<file path="src/rtl/fft_pkg.sv">
// Shared types and helpers for the FFT stage scheduler.
// Bit-reversal is only consumed when FFT_SCHED_BITREV_EN is defined.
package fft_pkg;

  localparam int ADDR_MAX_W = 16;

  typedef enum logic [1:0] {
    IDLE  = 2'd0,
    RUN   = 2'd1,
    DRAIN = 2'd2,
    DONE  = 2'd3
  } sched_state_t;

  // One slot of the read-to-write delay line; addresses are zero-extended.
  typedef struct packed {
    logic                  valid;
    logic                  last;
    logic [ADDR_MAX_W-1:0] addr_n;
    logic [ADDR_MAX_W-1:0] addr_m;
  } dl_entry_t;

  function automatic logic [ADDR_MAX_W-1:0] bitrev(input logic [ADDR_MAX_W-1:0] addr,
                                                   input int log2n);
    logic [ADDR_MAX_W-1:0] full_rev;
    full_rev = {<<{addr}};
    return full_rev >> (ADDR_MAX_W - log2n);
  endfunction

endpackage

</file>
<file path="src/rtl/fft_addr_gen.sv">
// Butterfly pair and twiddle index generator for in-place radix-2 DIT.
// Purely combinational; no configuration macros.
module fft_addr_gen #(
  parameter int LOG2N = 3,
  parameter int S_W   = $clog2(LOG2N)
) (
  input  logic [S_W-1:0]   stage_i,
  input  logic [LOG2N-2:0] b_i,
  output logic [LOG2N-1:0] addr_n_o,
  output logic [LOG2N-1:0] addr_m_o,
  output logic [LOG2N-2:0] tw_o
);

  logic [LOG2N-1:0] b_ext;
  logic [LOG2N-1:0] span;
  logic [LOG2N-1:0] pos;
  logic [LOG2N-1:0] grp;
  logic [LOG2N-1:0] n_addr;

  always_comb begin
    b_ext    = {1'b0, b_i};
    span     = LOG2N'(1) << stage_i;
    pos      = b_ext & (span - LOG2N'(1));
    grp      = b_ext >> stage_i;
    n_addr   = ((grp << stage_i) << 1) | pos;
    addr_n_o = n_addr;
    addr_m_o = n_addr + span;
    // pos < span, so the shifted index always fits in LOG2N-1 bits
    tw_o     = (LOG2N-1)'(pos << (LOG2N - 1 - int'(stage_i)));
  end

endmodule

</file>
<file path="src/rtl/fft_stage_sched.sv">
// Stage/butterfly sequencer for an in-place radix-2 DIT FFT with inter-stage drain.
// Define FFT_SCHED_BITREV_EN to bit-reverse final-stage write addresses.
module fft_stage_sched
  import fft_pkg::*;
#(
  parameter int DATA_WIDTH = 16,
  parameter int LOG2N      = 3,
  parameter int RD_LAT     = 1,
  parameter int BF_LAT     = 2
) (
  input  logic                  clk,
  input  logic                  rst_n,
  input  logic                  start,
  output logic                  busy,
  output logic                  done,
  output logic                  rd_en,
  output logic [LOG2N-1:0]      rd_addr_n,
  output logic [LOG2N-1:0]      rd_addr_m,
  output logic [LOG2N-2:0]      tw_addr,
  input  logic [DATA_WIDTH-1:0] rd_data_n,
  input  logic [DATA_WIDTH-1:0] rd_data_m,
  input  logic [DATA_WIDTH-1:0] tw_data,
  output logic [DATA_WIDTH-1:0] x_N,
  output logic [DATA_WIDTH-1:0] x_M,
  output logic [DATA_WIDTH-1:0] w_N,
  input  logic [DATA_WIDTH-1:0] y_N,
  input  logic [DATA_WIDTH-1:0] y_M,
  output logic                  wr_en,
  output logic [LOG2N-1:0]      wr_addr_n,
  output logic [LOG2N-1:0]      wr_addr_m,
  output logic [DATA_WIDTH-1:0] wr_data_n,
  output logic [DATA_WIDTH-1:0] wr_data_m,
  output logic                  wr_last
);

  localparam int HALF     = (1 << LOG2N) / 2;
  localparam int DL_DEPTH = RD_LAT + BF_LAT;
  localparam int S_W      = $clog2(LOG2N);
  localparam int B_W      = LOG2N - 1;
  localparam int CNT_W    = $clog2(DL_DEPTH + 1);

  localparam logic [B_W-1:0]   B_LAST   = B_W'(HALF - 1);
  localparam logic [S_W-1:0]   S_LAST   = S_W'(LOG2N - 1);
  localparam logic [CNT_W-1:0] CNT_LAST = CNT_W'(DL_DEPTH - 1);

  sched_state_t     state_q, state_d;
  logic [S_W-1:0]   stage_q, stage_d;
  logic [B_W-1:0]   b_q, b_d;
  logic [CNT_W-1:0] cnt_q, cnt_d;

  logic             rd_en_q, rd_last_q;
  logic [LOG2N-1:0] rd_addr_n_q, rd_addr_m_q;
  logic [LOG2N-2:0] tw_addr_q;

  logic [LOG2N-1:0] gen_addr_n, gen_addr_m;
  logic [LOG2N-2:0] gen_tw;

  dl_entry_t dl_q [DL_DEPTH];
  dl_entry_t dl_in, dl_out;

  always_comb begin
    state_d = state_q;
    stage_d = stage_q;
    b_d     = b_q;
    cnt_d   = cnt_q;
    case (state_q)
      IDLE: begin
        if (start) begin
          state_d = RUN;
          stage_d = '0;
          b_d     = '0;
        end
      end
      RUN: begin
        if (b_q == B_LAST) begin
          state_d = DRAIN;
          cnt_d   = '0;
        end else begin
          b_d = b_q + B_W'(1);
        end
      end
      DRAIN: begin
        // Drain length equals the read-to-write latency, so the last write
        // of this stage lands before the next stage's first read.
        if (cnt_q == CNT_LAST) begin
          if (stage_q == S_LAST) begin
            state_d = DONE;
          end else begin
            state_d = RUN;
            stage_d = stage_q + S_W'(1);
            b_d     = '0;
          end
        end else begin
          cnt_d = cnt_q + CNT_W'(1);
        end
      end
      DONE:    state_d = IDLE;
      default: state_d = IDLE;
    endcase
  end

  // Addresses are computed from next-state so they register with the state update.
  fft_addr_gen #(
    .LOG2N (LOG2N),
    .S_W   (S_W)
  ) u_addr_gen (
    .stage_i  (stage_d),
    .b_i      (b_d),
    .addr_n_o (gen_addr_n),
    .addr_m_o (gen_addr_m),
    .tw_o     (gen_tw)
  );

  always_ff @(posedge clk or negedge rst_n) begin
    if (!rst_n) begin
      state_q     <= IDLE;
      stage_q     <= '0;
      b_q         <= '0;
      cnt_q       <= '0;
      rd_en_q     <= 1'b0;
      rd_last_q   <= 1'b0;
      rd_addr_n_q <= '0;
      rd_addr_m_q <= '0;
      tw_addr_q   <= '0;
    end else begin
      state_q   <= state_d;
      stage_q   <= stage_d;
      b_q       <= b_d;
      cnt_q     <= cnt_d;
      rd_en_q   <= (state_d == RUN);
      rd_last_q <= (state_d == RUN) && (stage_d == S_LAST);
      if (state_d == RUN) begin
        rd_addr_n_q <= gen_addr_n;
        rd_addr_m_q <= gen_addr_m;
        tw_addr_q   <= gen_tw;
      end
    end
  end

  always_comb begin
    dl_in        = '0;
    dl_in.valid  = rd_en_q;
    dl_in.last   = rd_last_q;
    dl_in.addr_n = ADDR_MAX_W'(rd_addr_n_q);
    dl_in.addr_m = ADDR_MAX_W'(rd_addr_m_q);
  end

  always_ff @(posedge clk or negedge rst_n) begin
    if (!rst_n) begin
      for (int i = 0; i < DL_DEPTH; i++) dl_q[i] <= '0;
    end else begin
      dl_q[0] <= dl_in;
      for (int i = 1; i < DL_DEPTH; i++) dl_q[i] <= dl_q[i-1];
    end
  end

  assign dl_out = dl_q[DL_DEPTH-1];

  logic [ADDR_MAX_W-1:0] wr_n_full, wr_m_full;
`ifdef FFT_SCHED_BITREV_EN
  assign wr_n_full = dl_out.last ? bitrev(dl_out.addr_n, LOG2N) : dl_out.addr_n;
  assign wr_m_full = dl_out.last ? bitrev(dl_out.addr_m, LOG2N) : dl_out.addr_m;
`else
  assign wr_n_full = dl_out.addr_n;
  assign wr_m_full = dl_out.addr_m;
`endif

  logic unused_hi;
  assign unused_hi = ^{wr_n_full[ADDR_MAX_W-1:LOG2N], wr_m_full[ADDR_MAX_W-1:LOG2N]};

  assign busy      = (state_q == RUN) || (state_q == DRAIN);
  assign done      = (state_q == DONE);
  assign rd_en     = rd_en_q;
  assign rd_addr_n = rd_addr_n_q;
  assign rd_addr_m = rd_addr_m_q;
  assign tw_addr   = tw_addr_q;

  assign x_N = rd_data_n;
  assign x_M = rd_data_m;
  assign w_N = tw_data;

  assign wr_en     = dl_out.valid;
  assign wr_last   = dl_out.last;
  assign wr_addr_n = wr_n_full[LOG2N-1:0];
  assign wr_addr_m = wr_m_full[LOG2N-1:0];
  assign wr_data_n = y_N;
  assign wr_data_m = y_M;

endmodule

</file>
<file path="config.mk">
export PLATFORM = sky130hd
export DESIGN_NAME = fft_stage_sched
export DESIGN_NICKNAME = d
export VERILOG_FILES = /design/src/rtl/fft_pkg.sv /design/src/rtl/fft_addr_gen.sv /design/src/rtl/fft_stage_sched.sv
export SDC_FILE = /design/constraint.sdc
export NUM_CORES = 1
export LEC_CHECK = 0
export ABC_CLOCK_PERIOD_IN_PS = 3700
export CAP_MARGIN = 10
export CORE_MARGIN = 1
export CORE_UTILIZATION = 34
export DETAILED_ROUTE_END_ITERATION = 6
export MAX_ROUTING_LAYER = met4
export PLACE_DENSITY = 0.84
export SLEW_MARGIN = 30
export SYNTH_ARGS = -nofsm -noshare
export SYNTH_HDL_FRONTEND = slang
export SYNTH_SLANG_ARGS = --single-unit
export TNS_END_PERCENT = 50
</file>
<file path="constraint.sdc">
create_clock -name clk -period 3.7 [get_ports clk]
set_input_delay 0.74 -clock clk [delete_from_list [all_inputs] [get_ports clk]]
set_output_delay 0.74 -clock clk [all_outputs]
set_load 0.05 [all_outputs]
</file>
==> summary.txt <==
Run status
  • Status: finished clean

Timing
  • Max-slew headroom: 0.644
  • Final period util: 0.900
  • Final worst slack: between 300 and 400 ps
  • Maximum clock rate: ~0.3 GHz
  • Crit path time final: around 3300 ps
  • Setup Skew: around 1.1 ps
  • Final Max Tran Viols: 0
  • Unrepaired setup endpoints after global routing: false
  • Final Hold Viols: 0
  • Final setup violating endpoints: 0
  • Worst slew pin tran: 532 ps
  • Final setup TNS: 0 ps

Die
  • Die area: 7310 sq um
  • Die width: about 86 um
  • DIE HEIGHT: 85.5 um
  • Boundary Pins: between 150 and 200
  • Core Rows: 30
  • Core Area: between 6000 and 7000 sq um
  • Starting Density: 0.351

Synth
  • Library cells used by synthesis: 44
  • Post-synthesis cell count: between 200 and 250
  • Leading area contributor after synthesis: dfrtp_1
  • Synth area leaders: dfrtp_1 (44%), buf_4 (27%), ha_1 (5.8%)
  • Syn_area_per_cell: between 10 and 15 sq um
  • Most common flop cell mapped by yosys: dfrtp_1
  • Post-synth ARST share: 1.00
  • Cell area after synthesis: 2370 sq um
  • Syn. warnings: 0
  • Number of synthesized flops with an enable pin: 0
  • Synth top area share: 0.443
  • Post-synth top cells: buf_4 (86), dfrtp_1 (42), ha_1 (11)
  • Sequential-to-total area share from yosys stat: 0.443
  • Synthesized flop and latch total: 42
  • Top-count cell post-synth: buf_4
  • Syn_nets: around 310

Detailed routing
  • Iter 0 DRT Violations: between 50 and 60
  • Drt wl/cell: 22.8 um
  • DR vias/cell: approximately 5
  • DRC violations left: 0
  • TritonRoute pass-1 iters: 4
  • Routed Antenna Nets: 0
  • DR vias: about 1200
  • Final wirelength: between 5000 and 6000 um

Global routing
  • Largest net degree at the start of global routing: between 40 and 50
  • Vias in the first global route: ~1300
  • Total grt overflow: 0
  • First-pass GRT wire length: approximately 7500 um
  • Initial antenna violation count: 0
  • Total GRT Usage: 0.147

CTS
  • Hold-fix buffers, CTS: 0
  • CTS Buf Count: 5
  • Resized cells post-CTS: 0
  • Clock sinks: 42
  • CTS tree: built
  • H-tree levels: 2
  • Skew-Pair Late Insertion Delay: 280 ps
  • # Post-CTS Setup Buffers: 0
  • Clk buf depth: 2
  • Reg clk slew, reported paths: 70 ps
  • CTS root buffer: clkbuf_8

Placed design
  • Place WS: 97.7 ps
  • # port buffers: 21
  • Dpl hpwl: between 4000 and 5000 um
  • Routability cong.: between 0.8 and 0.9

Worst setup path
  • RR Startpoint: cnt_q[0]
  • Worst R2R Path Depth: 11
  • Worst EP required: 3910 ps
  • Worst path cell trace: inv_1 -> ha_1 -> mux2_2 -> a22oi_2 -> inv_1 -> ha_1 -> xnor2_1 -> a32oi_1 -> fa_1 -> or3_1 -> a31oi_1
  • Reg2Reg Setup Slack: around 370 ps
  • Critical path class: flop to flop
  • Worst Path Arrival: around 3500 ps
  • Crit Path Max Fanout: 9
  • R2r endpoint: rd_addr_m[2]
  • Startpoint type of the worst setup path: flop
  • Worst stage delay on the critical path: roughly 430 ps
  • CP top delay family: adder cells
  • Crit end category: flop
  • Slowest-stage cell, CP: fa_1
  • Worst Path Buf+Inv: 2

Finish
  • Area Growth Syn to Fin: -10.4%
  • Nets: 251
  • Layout cell share with drive strength beyond 1: 0.115
  • N_diodes: 0

Min path
  • Hold endpoint: dl_q[34]
  • Worst hold path stage count: 0
  • Min-delay worst type: flop to flop
  • Hold Startpoint: dl_q[68]

Pwr
  • Leak: about 0.00095 uW
  • Max VDD drop: 334 uV
  • PD cells: approximately 830 nW/um^2

Run
  • Max Cap Violations: 0
==> placed cells by master, fill, tap and decap left out, types with 2 or more instances in the layout <==
cell and count:
mux2i_1 2, nor2_1 7, a21oi_1 6, a32oi_1 2, dfrtp_1 42, inv_1 8, nor2b_1 3, o21ai_0 6
nand2_1 2, clkbuf_1 2, ha_1 11, o31ai_1 2, nand2b_1 2, a22oi_2 2, a22o_1 3, nor3_1 2
clkbuf_8 5, clkdlybuf4s50_1 20, mux2_2 3
==> routing by layer <==
metal	routed length, um	vias to the layer above	global-route usage
met1	1380	555	0.101
met2	2550	119	0.228
met4	71	0	0.0439
met3	1400	16	0.177
li1	-	506	-
met5	0	-	-
==> where the power goes <==
group          internal, uW  switching (uW)  total, uW
Combinational           273             496        769
Sequential              589            69.0        658
Clock                   202             140        341
Total                  1060             705       1770
==> cells by family (layout without fill, tap and decap cells) <==
| group | Yosys count | count (layout) | share of synthesized area |
|---|---|---|---|
| AOI/OAI and AO/OA | 33 | 33 | 0.104 |
| xor gates and xnor gates | 1 | 1 | 0.00369 |
| adders and majority gates | 12 | 12 | 0.0665 |
| buffers and inverters | 96 | 37 | 0.292 |
| DFF | 42 | 42 | 0.443 |
| muxes | 6 | 6 | 0.0290 |
| other | 1 | 1 | 0.00158 |
| and+or+nand+nor | 25 | 25 | 0.0596 |
==> area by class of cell <==
class | count | area [sq um]
clock buffers | 7 | 76.3
clock inverters | 1 | 30.0
fillers | 680 | 4630
inverters | 8 | 30.0
multi-input cells | 78 | 628
flip-flops and latches | 42 | 1050
well taps | 80 | 100
repair buffers | 21 | 208
==> registers in the layout (all words and copies together) (netlist names) <==
name       flops
rd_en          1
wr_last        1
state_q        2
cnt_q          2
stage_q        2
rd_last_q      1
b_q            2
wr_n_full      3
wr_m_full      3
tw_addr        2
wr_en          1
dl_q          16
rd_addr_m      3
rd_addr_n      3
==> stage by stage <==
stage / power (uW) / area (sq um) / hold WS (ps) / instances / util
2_1_floorplan: 1470 / 2370 / 331 / 216 / -
3_3_place_gp: 1410 / 2010 / 332 / 229 / 0.298
3_5_place_dp: 1430 / 2010 / 335 / 229 / 0.298
4_1_cts: 1790 / 2120 / 351 / 237 / 0.314
5_1_grt: 1860 / 2120 / 356 / 237 / 0.314
6_report: 1770 / 2120 / 349 / 237 / 0.314
==> worst max path at each step <==
stage               start           end  slack, ps  depth (start not counted)
2_1_floorplan    cnt_q[0]  rd_addr_m[2]        770                         12
3_3_place_gp        start  rd_addr_m[2]        200                         10
3_5_place_dp        start  rd_addr_m[2]        100                         10
4_1_cts          cnt_q[0]  rd_addr_m[2]        350                         11
5_1_grt        state_q[0]  rd_addr_m[2]        140                         11
6_report         cnt_q[0]  rd_addr_m[2]        370                         11
No activity file was read; power rests on OpenSTA's default activity.
